==> src/rtl/i2c_dp_pkg.sv <==
// Shared constants and helpers for the I2C master/slave bit-level datapaths.
package i2c_dp_pkg;

  localparam logic ACK  = 1'b0;
  localparam logic NACK = 1'b1;

  localparam int DEF_DRIVE_OFS = 1;

  // Bit counter must hold 0..bits, the extra value being the ACK slot.
  function automatic int bit_cnt_w(input int bits);
    return $clog2(bits + 1);
  endfunction

endpackage

==> src/rtl/i2c_bit_shifter.sv <==
// Frame bit counter plus MSB-first receive shift register; updates on the cycle after a sample strobe.
// No backpressure: every qualified sample strobe is consumed.
module i2c_bit_shifter
  import i2c_dp_pkg::*;
#(
  parameter int BITS = 8
) (
  input  logic                       i2c_core_clock_i,
  input  logic                       reset_bit_n_i,
  input  logic                       clr_i,
  input  logic                       smp_i,
  input  logic                       shift_i,
  input  logic                       sda_i,
  output logic [bit_cnt_w(BITS)-1:0] bit_cnt_o,
  output logic [BITS-1:0]            shift_nxt_o,
  output logic                       ack_bit_o,
  output logic                       last_data_bit_o
);

  localparam int BCW = bit_cnt_w(BITS);

  logic [BCW-1:0]  bit_cnt_q, bit_cnt_d;
  logic [BITS-1:0] shift_q, shift_d;

  always_comb begin
    ack_bit_o       = (bit_cnt_q == BCW'(BITS));
    last_data_bit_o = (bit_cnt_q == BCW'(BITS - 1));
    shift_nxt_o     = {shift_q[BITS-2:0], sda_i};

    // The ACK slot sample wraps straight back to bit 0 of the next frame.
    bit_cnt_d = bit_cnt_q;
    if (clr_i) begin
      bit_cnt_d = '0;
    end else if (smp_i) begin
      bit_cnt_d = ack_bit_o ? '0 : bit_cnt_q + BCW'(1);
    end

    shift_d = shift_q;
    if (shift_i) begin
      shift_d = shift_nxt_o;
    end
  end

  always_ff @(posedge i2c_core_clock_i or negedge reset_bit_n_i) begin
    if (!reset_bit_n_i) begin
      bit_cnt_q <= '0;
      shift_q   <= '0;
    end else begin
      bit_cnt_q <= bit_cnt_d;
      shift_q   <= shift_d;
    end
  end

  assign bit_cnt_o = bit_cnt_q;

endmodule

==> src/rtl/i2c_burst_datapath.sv <==
// I2C master bit datapath: SDA drive, RX/TX byte handshakes, burst/ACK tracking, arbitration loss.
// All outputs registered one cycle after the qualifying phase strobe/edge count; no backpressure.
module i2c_burst_datapath
  import i2c_dp_pkg::*;
#(
  parameter int BITS      = 8,
  parameter int CNT_W     = 8,
  parameter int LEN_W     = 8,
  parameter int DRIVE_OFS = DEF_DRIVE_OFS,
  parameter bit AUTO_NACK = 1'b1
) (
  input  logic                       i2c_core_clock_i,
  input  logic                       reset_bit_n_i,
  input  logic                       sda_i,
  input  logic                       start_cnt_i,
  input  logic                       repeat_start_cnt_i,
  input  logic                       stop_cnt_i,
  input  logic                       write_addr_cnt_i,
  input  logic                       write_data_cnt_i,
  input  logic                       read_data_cnt_i,
  input  logic                       write_ack_cnt_i,
  input  logic                       read_ack_cnt_i,
  input  logic [CNT_W-1:0]           counter_detect_edge_i,
  input  logic [CNT_W-1:0]           prescaler_i,
  input  logic [CNT_W-1:0]           counter_state_done_time_repeat_start_i,
  input  logic [BITS-1:0]            addr_rw_i,
  input  logic [BITS-1:0]            tx_data_i,
  input  logic                       ack_bit_i,
  input  logic [LEN_W-1:0]           burst_len_i,
  input  logic                       arb_clr_i,
  output logic                       sda_o,
  output logic [BITS-1:0]            rx_data_o,
  output logic                       rx_valid_o,
  output logic                       tx_req_o,
  output logic [bit_cnt_w(BITS)-1:0] bit_cnt_o,
  output logic [LEN_W-1:0]           byte_cnt_o,
  output logic                       burst_last_o,
  output logic                       ack_rcvd_o,
  output logic                       nack_o,
  output logic                       arb_lost_o
);

  localparam logic [CNT_W-1:0] DRV_PT = CNT_W'(DRIVE_OFS);
  localparam logic [CNT_W-1:0] ACK_PT = CNT_W'(DRIVE_OFS + 1);

  logic win_start, win_rs, win_stop, win_wack, win_rack, win_rdat, win_wadr, win_wdat;
  logic ctrl_phase, data_win, cnt_clr;
  logic drv_evt, smp_evt, ack_evt, smp_data, ack_smp;
  logic rs_release, burst_last, frame_ack, last_data_bit;
  logic [CNT_W+1:0] rs_limit;
  logic [LEN_W:0]   done_plus1, len_eff;
  logic [BITS-1:0]  tx_frame, tx_shifted, shift_nxt;

  logic             sda_q, sda_d;
  logic [BITS-1:0]  rx_data_q, rx_data_d;
  logic             rx_valid_q, rx_valid_d;
  logic             tx_req_q, tx_req_d;
  logic [LEN_W-1:0] byte_cnt_q, byte_cnt_d;
  logic             ack_rcvd_q, ack_rcvd_d;
  logic             nack_q, nack_d;
  logic             arb_lost_q, arb_lost_d;
  logic             wr_frame_q, wr_frame_d;

  // Exactly one phase wins per cycle, so only that phase moves any state.
  always_comb begin
    win_start  = start_cnt_i;
    win_rs     = !start_cnt_i && repeat_start_cnt_i;
    win_stop   = !start_cnt_i && !repeat_start_cnt_i && stop_cnt_i;
    ctrl_phase = start_cnt_i || repeat_start_cnt_i || stop_cnt_i;
    win_wack   = !ctrl_phase && write_ack_cnt_i;
    win_rack   = !ctrl_phase && !write_ack_cnt_i && read_ack_cnt_i;
    win_rdat   = !ctrl_phase && !write_ack_cnt_i && !read_ack_cnt_i && read_data_cnt_i;
    win_wadr   = !ctrl_phase && !write_ack_cnt_i && !read_ack_cnt_i && !read_data_cnt_i
                 && write_addr_cnt_i;
    win_wdat   = !ctrl_phase && !write_ack_cnt_i && !read_ack_cnt_i && !read_data_cnt_i
                 && !write_addr_cnt_i && write_data_cnt_i;
    data_win   = win_wack || win_rack || win_rdat || win_wadr || win_wdat;
    cnt_clr    = win_start || win_rs;
  end

  assign drv_evt  = (counter_detect_edge_i == DRV_PT);
  assign smp_evt  = (counter_detect_edge_i == prescaler_i);
  assign ack_evt  = (counter_detect_edge_i == ACK_PT);
  assign smp_data = data_win && smp_evt;
  assign ack_smp  = smp_data && frame_ack;

  // Widened by two bits so 2*prescaler+1 never wraps.
  assign rs_limit   = ({2'b00, prescaler_i} << 1) + (CNT_W+2)'(1);
  assign rs_release = ({2'b00, counter_state_done_time_repeat_start_i} < rs_limit);

  assign done_plus1 = {1'b0, byte_cnt_q} + (LEN_W+1)'(1);
  assign len_eff    = (burst_len_i == '0) ? (LEN_W+1)'(1) : {1'b0, burst_len_i};
  assign burst_last = (done_plus1 >= len_eff);

  assign tx_frame   = win_wadr ? addr_rw_i : tx_data_i;
  assign tx_shifted = tx_frame << bit_cnt_o;

  i2c_bit_shifter #(
    .BITS (BITS)
  ) u_bit_shifter (
    .i2c_core_clock_i (i2c_core_clock_i),
    .reset_bit_n_i    (reset_bit_n_i),
    .clr_i            (cnt_clr),
    .smp_i            (smp_data),
    .shift_i          (win_rdat && smp_evt),
    .sda_i            (sda_i),
    .bit_cnt_o        (bit_cnt_o),
    .shift_nxt_o      (shift_nxt),
    .ack_bit_o        (frame_ack),
    .last_data_bit_o  (last_data_bit)
  );

  always_comb begin
    sda_d = sda_q;
    if (win_start) begin
      sda_d = 1'b0;
    end else if (win_rs) begin
      sda_d = rs_release;
    end else if (win_stop) begin
      if (drv_evt) begin
        sda_d = 1'b0;
      end else if (smp_evt) begin
        sda_d = 1'b1;
      end
    end else if (win_wack) begin
      if (ack_evt) begin
        sda_d = (AUTO_NACK && burst_last) ? NACK : ack_bit_i;
      end
    end else if (win_rack || win_rdat) begin
      sda_d = 1'b1;
    end else if ((win_wadr || win_wdat) && drv_evt && !frame_ack) begin
      sda_d = tx_shifted[BITS-1];
    end
    // A master that lost the bus must stay off it until a fresh START.
    if (arb_lost_q && !win_start) begin
      sda_d = 1'b1;
    end

    rx_data_d  = rx_data_q;
    rx_valid_d = 1'b0;
    if (win_rdat && smp_evt && last_data_bit) begin
      rx_data_d  = shift_nxt;
      rx_valid_d = 1'b1;
    end

    ack_rcvd_d = ack_rcvd_q;
    nack_d     = 1'b0;
    if (win_rack && smp_evt && frame_ack) begin
      ack_rcvd_d = sda_i;
      nack_d     = sda_i;
    end

    byte_cnt_d = byte_cnt_q;
    if (cnt_clr) begin
      byte_cnt_d = '0;
    end else if (ack_smp && (byte_cnt_q != '1)) begin
      byte_cnt_d = byte_cnt_q + LEN_W'(1);
    end

    // The ACK slot runs under an ACK phase, so remember that the frame carried TX data.
    wr_frame_d = wr_frame_q;
    if (cnt_clr || ack_smp) begin
      wr_frame_d = 1'b0;
    end else if (win_wdat && smp_evt) begin
      wr_frame_d = 1'b1;
    end
    tx_req_d = ack_smp && (wr_frame_q || win_wdat);

    arb_lost_d = arb_lost_q;
    if (arb_clr_i || start_cnt_i) begin
      arb_lost_d = 1'b0;
    end else if ((win_wadr || win_wdat) && smp_evt && sda_q && !sda_i) begin
      arb_lost_d = 1'b1;
    end
  end

  always_ff @(posedge i2c_core_clock_i or negedge reset_bit_n_i) begin
    if (!reset_bit_n_i) begin
      sda_q      <= 1'b1;
      rx_data_q  <= '0;
      rx_valid_q <= 1'b0;
      tx_req_q   <= 1'b0;
      byte_cnt_q <= '0;
      ack_rcvd_q <= 1'b1;
      nack_q     <= 1'b0;
      arb_lost_q <= 1'b0;
      wr_frame_q <= 1'b0;
    end else begin
      sda_q      <= sda_d;
      rx_data_q  <= rx_data_d;
      rx_valid_q <= rx_valid_d;
      tx_req_q   <= tx_req_d;
      byte_cnt_q <= byte_cnt_d;
      ack_rcvd_q <= ack_rcvd_d;
      nack_q     <= nack_d;
      arb_lost_q <= arb_lost_d;
      wr_frame_q <= wr_frame_d;
    end
  end

  assign sda_o        = sda_q;
  assign rx_data_o    = rx_data_q;
  assign rx_valid_o   = rx_valid_q;
  assign tx_req_o     = tx_req_q;
  assign byte_cnt_o   = byte_cnt_q;
  assign burst_last_o = burst_last;
  assign ack_rcvd_o   = ack_rcvd_q;
  assign nack_o       = nack_q;
  assign arb_lost_o   = arb_lost_q;

endmodule

==> config.mk <==
export PLATFORM = sky130hd
export DESIGN_NAME = i2c_burst_datapath
export DESIGN_NICKNAME = d
export VERILOG_FILES = /design/src/rtl/i2c_dp_pkg.sv /design/src/rtl/i2c_bit_shifter.sv /design/src/rtl/i2c_burst_datapath.sv
export SDC_FILE = /design/constraint.sdc
export NUM_CORES = 1
export LEC_CHECK = 0
export BUFFER_PORTS_ARGS = -buffer_cell sky130_fd_sc_hd__buf_2
export CORE_ASPECT_RATIO = 1.25
export CORE_MARGIN = 2
export CORE_UTILIZATION = 40
export DETAILED_ROUTE_END_ITERATION = 7
export HOLD_SLACK_MARGIN = 0.02
export PLACE_DENSITY = 0.67
export SETUP_SLACK_MARGIN = 0.3
export SYNTH_ARGS = -nofsm -noshare
export SYNTH_HDL_FRONTEND = slang
export SYNTH_HIERARCHICAL = 1
export SYNTH_SLANG_ARGS = --single-unit
==> constraint.sdc <==
create_clock -name i2c_core_clock_i -period 4.37 [get_ports i2c_core_clock_i]
set_clock_uncertainty 0.1 [all_clocks]
set_input_delay 0.437 -clock i2c_core_clock_i [delete_from_list [all_inputs] [get_ports i2c_core_clock_i]]
set_output_delay 0.437 -clock i2c_core_clock_i [all_outputs]
set_load 0.01 [all_outputs]
; ---- Word level (Yosys, flattened, before mapping)
; Index checks and enable logic that the tools add are counted.
[classes]
eq_ne = 8
reduce_logical = 55
n_addsub = 4
magnitude_cmp = 2
shifts = 1
n_mux = 24
[op_table]
columns = operator, n
row1 = $mux W8, 4
row2 = $logic_and A1 B1 Y1, 27
row3 = $mux W1, 17
row4 = $logic_or A1 B1 Y1, 12
row5 = $mux W4, 3
row6 = $add A9 B1 Y10 const B, 1
row7 = $lt A8 B10 Y1, 1
row8 = $add A8 B1 Y9 const B, 1
row9 = $ge A9 B8 Y1, 1
row10 = $logic_not A1 Y1, 9
row11 = $add A8 B1 Y8 const B, 1
row12 = $eq A8 B1 Y1 const B, 1
row13 = $eq A8 B2 Y1 const B, 1
row14 = $eq A8 B8 Y1, 1
row15 = $logic_not A8 Y1, 1
row16 = $ne A8 B8 Y1 const B, 1
row17 = $reduce_bool A2 Y1, 4
row18 = $shl A8 B4 Y8, 1
row19 = $reduce_bool A7 Y1, 1
row20 = $ne A6 B3 Y1 const B, 1
row21 = $ne A6 B4 Y1 const B, 1
row22 = $add A4 B1 Y4 const B, 1
row23 = $eq A4 B3 Y1 const B, 1
row24 = $eq A4 B4 Y1 const B, 1
row25 = $reduce_and A3 Y1, 1
[totals]
elab_cells = 105
register_bits = 34
in_bits = 61

; ---- Depth between registers and ports, before layout
[logic_depth]
ltp_word = 18
ltp_mapped = 10
mapped_depth_nobuf = 10

; ---- Cells and area by module
; Netlist, hierarchy kept.
[modules_own_cells]
columns = module, cells_per_inst, seq_area_each_um2, area_per_inst_um2, n_inst
row1 = i2c_burst_datapath, 202, 578.1, 1981.9, 1
row2 = i2c_bit_shifter, 43, 275.3, 508.0, 1

; ---- Least setup slack after synthesis
; Ideal clock, no wire load.
[synth_timing]
kind = reg2reg
startpoint = register byte_cnt_q[2] (netlist: byte_cnt_o[2])
endpoint = register sda_q (netlist: sda_o)
required_time_ns = 4.176
arrival_time_ns = 2.196
slack_ns = 1.979
path_stages_with_launch = 11
setup_time_ns = 0.094
path_cell_list = dfrtp_1 -> and3_1 -> and3_1 -> xor2_1 -> ha_1 -> nand3_1 -> nand2_1 -> a41oi_1 -> o211ai_1 -> o22ai_1 -> a311oi_1
[synth_between]
elab_chain_cells = 9
[synth_rtl]
columns = item, line
row1 = "start, declared", i2c_burst_datapath.sv:58  ; logic [LEN_W-1:0] byte_cnt_q, byte_cnt_d;
row2 = "start signal, assigned", i2c_burst_datapath.sv:193  ; byte_cnt_q <= byte_cnt_d;
row3 = $add A8 B1 Y9, i2c_burst_datapath.sv:91  ; assign done_plus1 = {1'b0, byte_cnt_q} + (LEN_W+1)'(1);
row4 = $ge A9 B8 Y1, i2c_burst_datapath.sv:93  ; assign burst_last = (done_plus1 >= len_eff);
row5 = named net burst_last_o, i2c_burst_datapath.sv:37  ; output logic burst_last_o,
row6 = $mux W1, i2c_burst_datapath.sv:127  ; sda_d = (AUTO_NACK && burst_last) ? NACK : ack_bit_i;
row7 = $mux W1, i2c_burst_datapath.sv:126  ; if (ack_evt) begin
row8 = $mux W1, i2c_burst_datapath.sv:125  ; end else if (win_wack) begin
row9 = $mux W1, i2c_burst_datapath.sv:119  ; end else if (win_stop) begin
row10 = $mux W1, i2c_burst_datapath.sv:117  ; end else if (win_rs) begin
row11 = $mux W1, i2c_burst_datapath.sv:115  ; if (win_start) begin
row12 = $mux W1, i2c_burst_datapath.sv:135  ; if (arb_lost_q && !win_start) begin
row13 = "end signal, assigned", i2c_burst_datapath.sv:179  ; sda_q <= 1'b1;
row14 = "end signal, assigned", i2c_burst_datapath.sv:189  ; sda_q <= sda_d;
row15 = "end, declared", i2c_burst_datapath.sv:54  ; logic sda_q, sda_d;
; The timed path passes the listed nets, and every way through them passes these cells. The select of a mux whose other input is x is not followed.
; A chain may end at the register's enable or synchronous reset.

; ---- Final worst setup path
[layout_timing]
startpoint = register byte_cnt_q[2] (netlist: byte_cnt_o[2])
endpoint = output port burst_last_o
[layout_between]
elab_chain_cells = 2
[layout_rtl]
columns = item, line
row1 = $add A8 B1 Y9, i2c_burst_datapath.sv:91
row2 = $ge A9 B8 Y1, i2c_burst_datapath.sv:93
row3 = "end, declared", i2c_burst_datapath.sv:37
; No other way between the ends.

==> key figures <==
Final layout
  • Area occupied by multi-input gates: 0.00153 mm^2
  • Final net count: 414
  • Fillers: 611
  • Layout area overhead: 25.1%
  • FF+latch area: 853 um^2
  • Final instance count without filler cells: 420
  • Final antenna diode count: 0
  • Core Util, Final: 51.2%
  • Share of cells above drive strength 1: 38.5%

Critical path
  • Critical path endpoint: burst_last_o
  • Most used cell, CP: and3_1
  • Critical register-to-register path endpoint: sda_o$_DFFE_PN1P_
  • Kind of critical path: reg2out
  • CP Cell Sequence: and3_1 -> and3_1 -> xor2_1 -> ha_1 -> a21oi_1 -> nand2_1 -> a41oi_1 -> o211ai_1 -> buf_2
  • Crit path max-delay cell type: dfrtp_1
  • R2r setup slk: 1830 ps
  • Critical Path Source: byte_cnt_o[2]$_DFFE_PN0P_
  • Required @ worst endpoint: 3830 ps
  • Critical Path Source Type: register
  • Register-to-Register Path Depth: 9
  • Max incr delay on CP: 440 ps
  • Worst Path Max Fanout: 7
  • Crit end category: output port
  • Crit path arrival time: 2420 ps
  • Reg-to-Reg Start: byte_cnt_o[0]$_DFFE_PN0P_

Clock network
  • Post-CTS Setup Inserts: 0
  • Clock tree buffer depth: 2
  • # hold bufs at CTS: 0
  • CTS tree: built
  • Clock sink total: 34
  • Clock Latency Late Sink: 290 ps
  • Clk slew on worst S/H paths: 70 ps
  • CTS Buf Count: 5
  • Clk root buf: clkbuf_8
  • H-tree levels: 2
  • Post-CTS Resized: 0

Pwr
  • Max IR drop VDD: 173 uV
  • Pleak: 1.68 nW
  • P_sw: 0.158 mW
  • Sw frac: 22.6%
  • P_int: 0.542 mW
  • Sequential share of power: 45.4%
  • Power share of the clock group: 41.7%
  • Combinational fraction of design power: 12.9%
  • Pwr dens: 225 mW/mm^2

Routing
  • DRT Wirelength: 5.70 mm
  • DRC: 0
  • DRT Pass-1 Iters: 4
  • Wire per inst: 13.6 um
  • ANT nets after route: 0
  • Initial DRC Count: 111
  • Via count: 2156
  • Via-to-Cell Ratio: 5.13

Timing
  • Fin Setup TNS: 0 ps
  • Slew @ Worst Pin: 754 ps
  • Slew HR: 49.7%
  • Setup WS post-layout: 1410 ps
  • Slew Viols, Final: 0
  • Max Clock Freq: 0.338 GHz
  • Tmin final: 2960 ps
  • Final hold vios: 0
  • Unrepaired setup endpoints after global routing: no
  • Final-report setup violation count: 0
  • Tcrit/Tclk final: 67.7%

Synth
  • Syn avg cell area: 10.2 um^2
  • Post-synthesis sequential area ratio: 34.3%
  • Yosys Warn Count: 6
  • Count of cell types in the netlist: 63
  • Synthesized flop and latch total: 34
  • Cell count after synthesis: 245
  • Post-Syn Nets: 324
  • Top FF cell, synth: dfrtp_1
  • FFs w/ async S/R, synth: 100%
  • Post-Syn Area: 0.00249 mm^2
  • EDFF count, synth: 0

Outcome
  • Outcome: complete, no violations

Global routing
  • Pin count of the biggest net entering global routing: 35
  • Gr usage total: 17.2%
  • First-pass GRT wire length: 9.38 mm
  • Vias in the first global route: 2061
  • Initial antenna violation count: 0
  • Total global routing overflow: 0

Floorplan
  • Initial Utilization: 40.9%
  • Core area: 0.00609 mm^2
  • Die width: 74.6 um
  • Die Ht: 92.2 um
  • Std cell rows: 32
  • Die area: 0.00688 mm^2
  • IO Count: 88

Placed design
  • Pre-CTS setup slack: 1740 ps
  • Post-DP HPWL: 4.52 mm
  • Placer Congestion: 0.798
  • Port Buffer Count: 87
  • Placed cells: 413

Flow run
  • # Max-Cap Violations: 0

Min path
  • HP Class: in2async
metal layers:
metal  track usage (%)  vias up  routed length, um
met3              3.19        6                453
li1                  -     1072                  -
met5                 0        -                  0
met2              29.0       79               2660
met4              6.70        0                 97
met1              21.4      999               2490
synth_stat cells, types with 2 or more instances:
master | n | area share (%)
nand3b_1 | 2 | 0.60
o21ai_0 | 6 | 1.2
nand2b_1 | 5 | 1.3
nand2_1 | 17 | 2.6
a211oi_1 | 2 | 0.60
mux2_2 | 8 | 3.6
nand4b_1 | 3 | 1.1
and3_1 | 3 | 0.75
nor2_1 | 13 | 2.0
dfrtp_1 | 32 | 32
a21o_1 | 3 | 0.90
ha_1 | 18 | 9.0
xor2_1 | 2 | 0.70
nor3b_1 | 2 | 0.60
buf_2 | 2 | 0.40
o211ai_1 | 2 | 0.60
nor2b_1 | 3 | 0.75
nor3_4 | 2 | 1.3
inv_1 | 21 | 3.2
nand3_1 | 14 | 2.8
nor3_1 | 2 | 0.40
mux2i_1 | 12 | 4.8
a31oi_1 | 4 | 1.0
mux2_4 | 9 | 5.4
dfstp_2 | 2 | 2.1
nor4_1 | 2 | 0.50
xnor2_1 | 12 | 4.2
a21oi_1 | 6 | 1.2
nand4_1 | 2 | 0.50
stage by stage:
stage | hold WS (ps) | total power, mW | instance area, um^2
2_1_floorplan | 41.4 | 0.364 | 2490
3_3_place_gp | 387 | 0.413 | 3000
3_5_place_dp | 392 | 0.415 | 3000
4_1_cts | 138 | 0.710 | 3120
5_1_grt | 164 | 0.734 | 3120
6_report | 115 | 0.700 | 3120
worst min path at each step:
stage	from	endpoint	cells after the start
floorplan	reset_bit_n_i	arb_lost_o$_DFFE_PN0P_	0
global placement	rx_data_o[4]$_DFFE_PN0P_	rx_data_o[4]$_DFFE_PN0P_	1
detailed placement	u_bit_shifter/shift_q[6]$_DFFE_PN0P_	rx_data_o[7]$_DFFE_PN0P_	1
CTS	reset_bit_n_i	rx_valid_o$_DFF_PN0_	1
global route	reset_bit_n_i	rx_data_o[0]$_DFFE_PN0P_	1
finish	reset_bit_n_i	rx_valid_o$_DFF_PN0_	1
state kept, by name (all words and copies together) (netlist names):
signal,count
rx_data_o,8
rx_valid_o,1
arb_lost_o,1
wr_frame_q,1
nack_o,1
tx_req_o,1
sda_o,1
byte_cnt_o,8
u_bit_shifter/bit_cnt_o,4
ack_rcvd_o,1
u_bit_shifter/shift_q,7
power by group through the flow:
stage,clock network [mW],logic [mW],registers (mW)
global route,0.313,0.103,0.318
detailed placement,0,0.0919,0.323
global placement,0,0.0899,0.323
CTS,0.300,0.0923,0.317
floorplan,0,0.0407,0.324
finish,0.292,0.0906,0.318
cell families (layout without fill, tap and decap cells):
family                   Yosys count  in the layout  share of synthesized area [%]
flip-flops                        34             34                           34.3
multiplexers                      29             29                           13.9
buffers and inverters             25            115                           4.32
adder cells (fa/ha/maj)           18             18                           9.05
AO/OA/AOI/OAI                     39             39                           11.5
XOR/XNOR                          14             14                           4.92
AND/OR/NAND/NOR                   86             86                           22.1
area by class of cell:
class                      count  share of cell area (%)
sequential                    34                    27.4
clock buffer                   6                    2.65
clock inverter                 1                   0.964
tap                           85                    3.41
inverter                      21                    2.53
timing repair buffer          87                    14.0
multi-input combinational    186                    49.1
critical path: cells and delay by family, from the launching register on:
kind                     cells  cell delay [ps]
XOR/XNOR                     1              150
AO/OA/AOI/OAI                3              510
buffers and inverters        1              180
AND/OR/NAND/NOR              3              510
flip-flops                   1              440
adder cells (fa/ha/maj)      1              330
placed cells by master (no fill, tap or decap), types with 2 or more instances in the layout:
cell	Yosys	final
nand3b_1	2	2
o211ai_1	2	2
nor3_1	2	2
nand2b_1	5	5
nand4b_1	3	3
ha_1	18	18
buf_2	2	87
a21oi_1	6	6
inv_1	21	21
xor2_1	2	2
nor3b_1	2	2
mux2i_1	12	12
dfrtp_1	32	32
clkbuf_8	0	6
xnor2_1	12	12
nor4_1	2	2
nor2b_1	3	3
nand3_1	14	14
a211oi_1	2	2
mux2_2	8	8
nand2_1	17	17
nand4_1	2	2
nor2_1	13	13
dfstp_2	2	2
mux2_4	9	9
nor3_4	2	2
a31oi_1	4	4
a21o_1	3	3
o21ai_0	6	6
and3_1	3	3
Power figures use the tool's default switching activity.
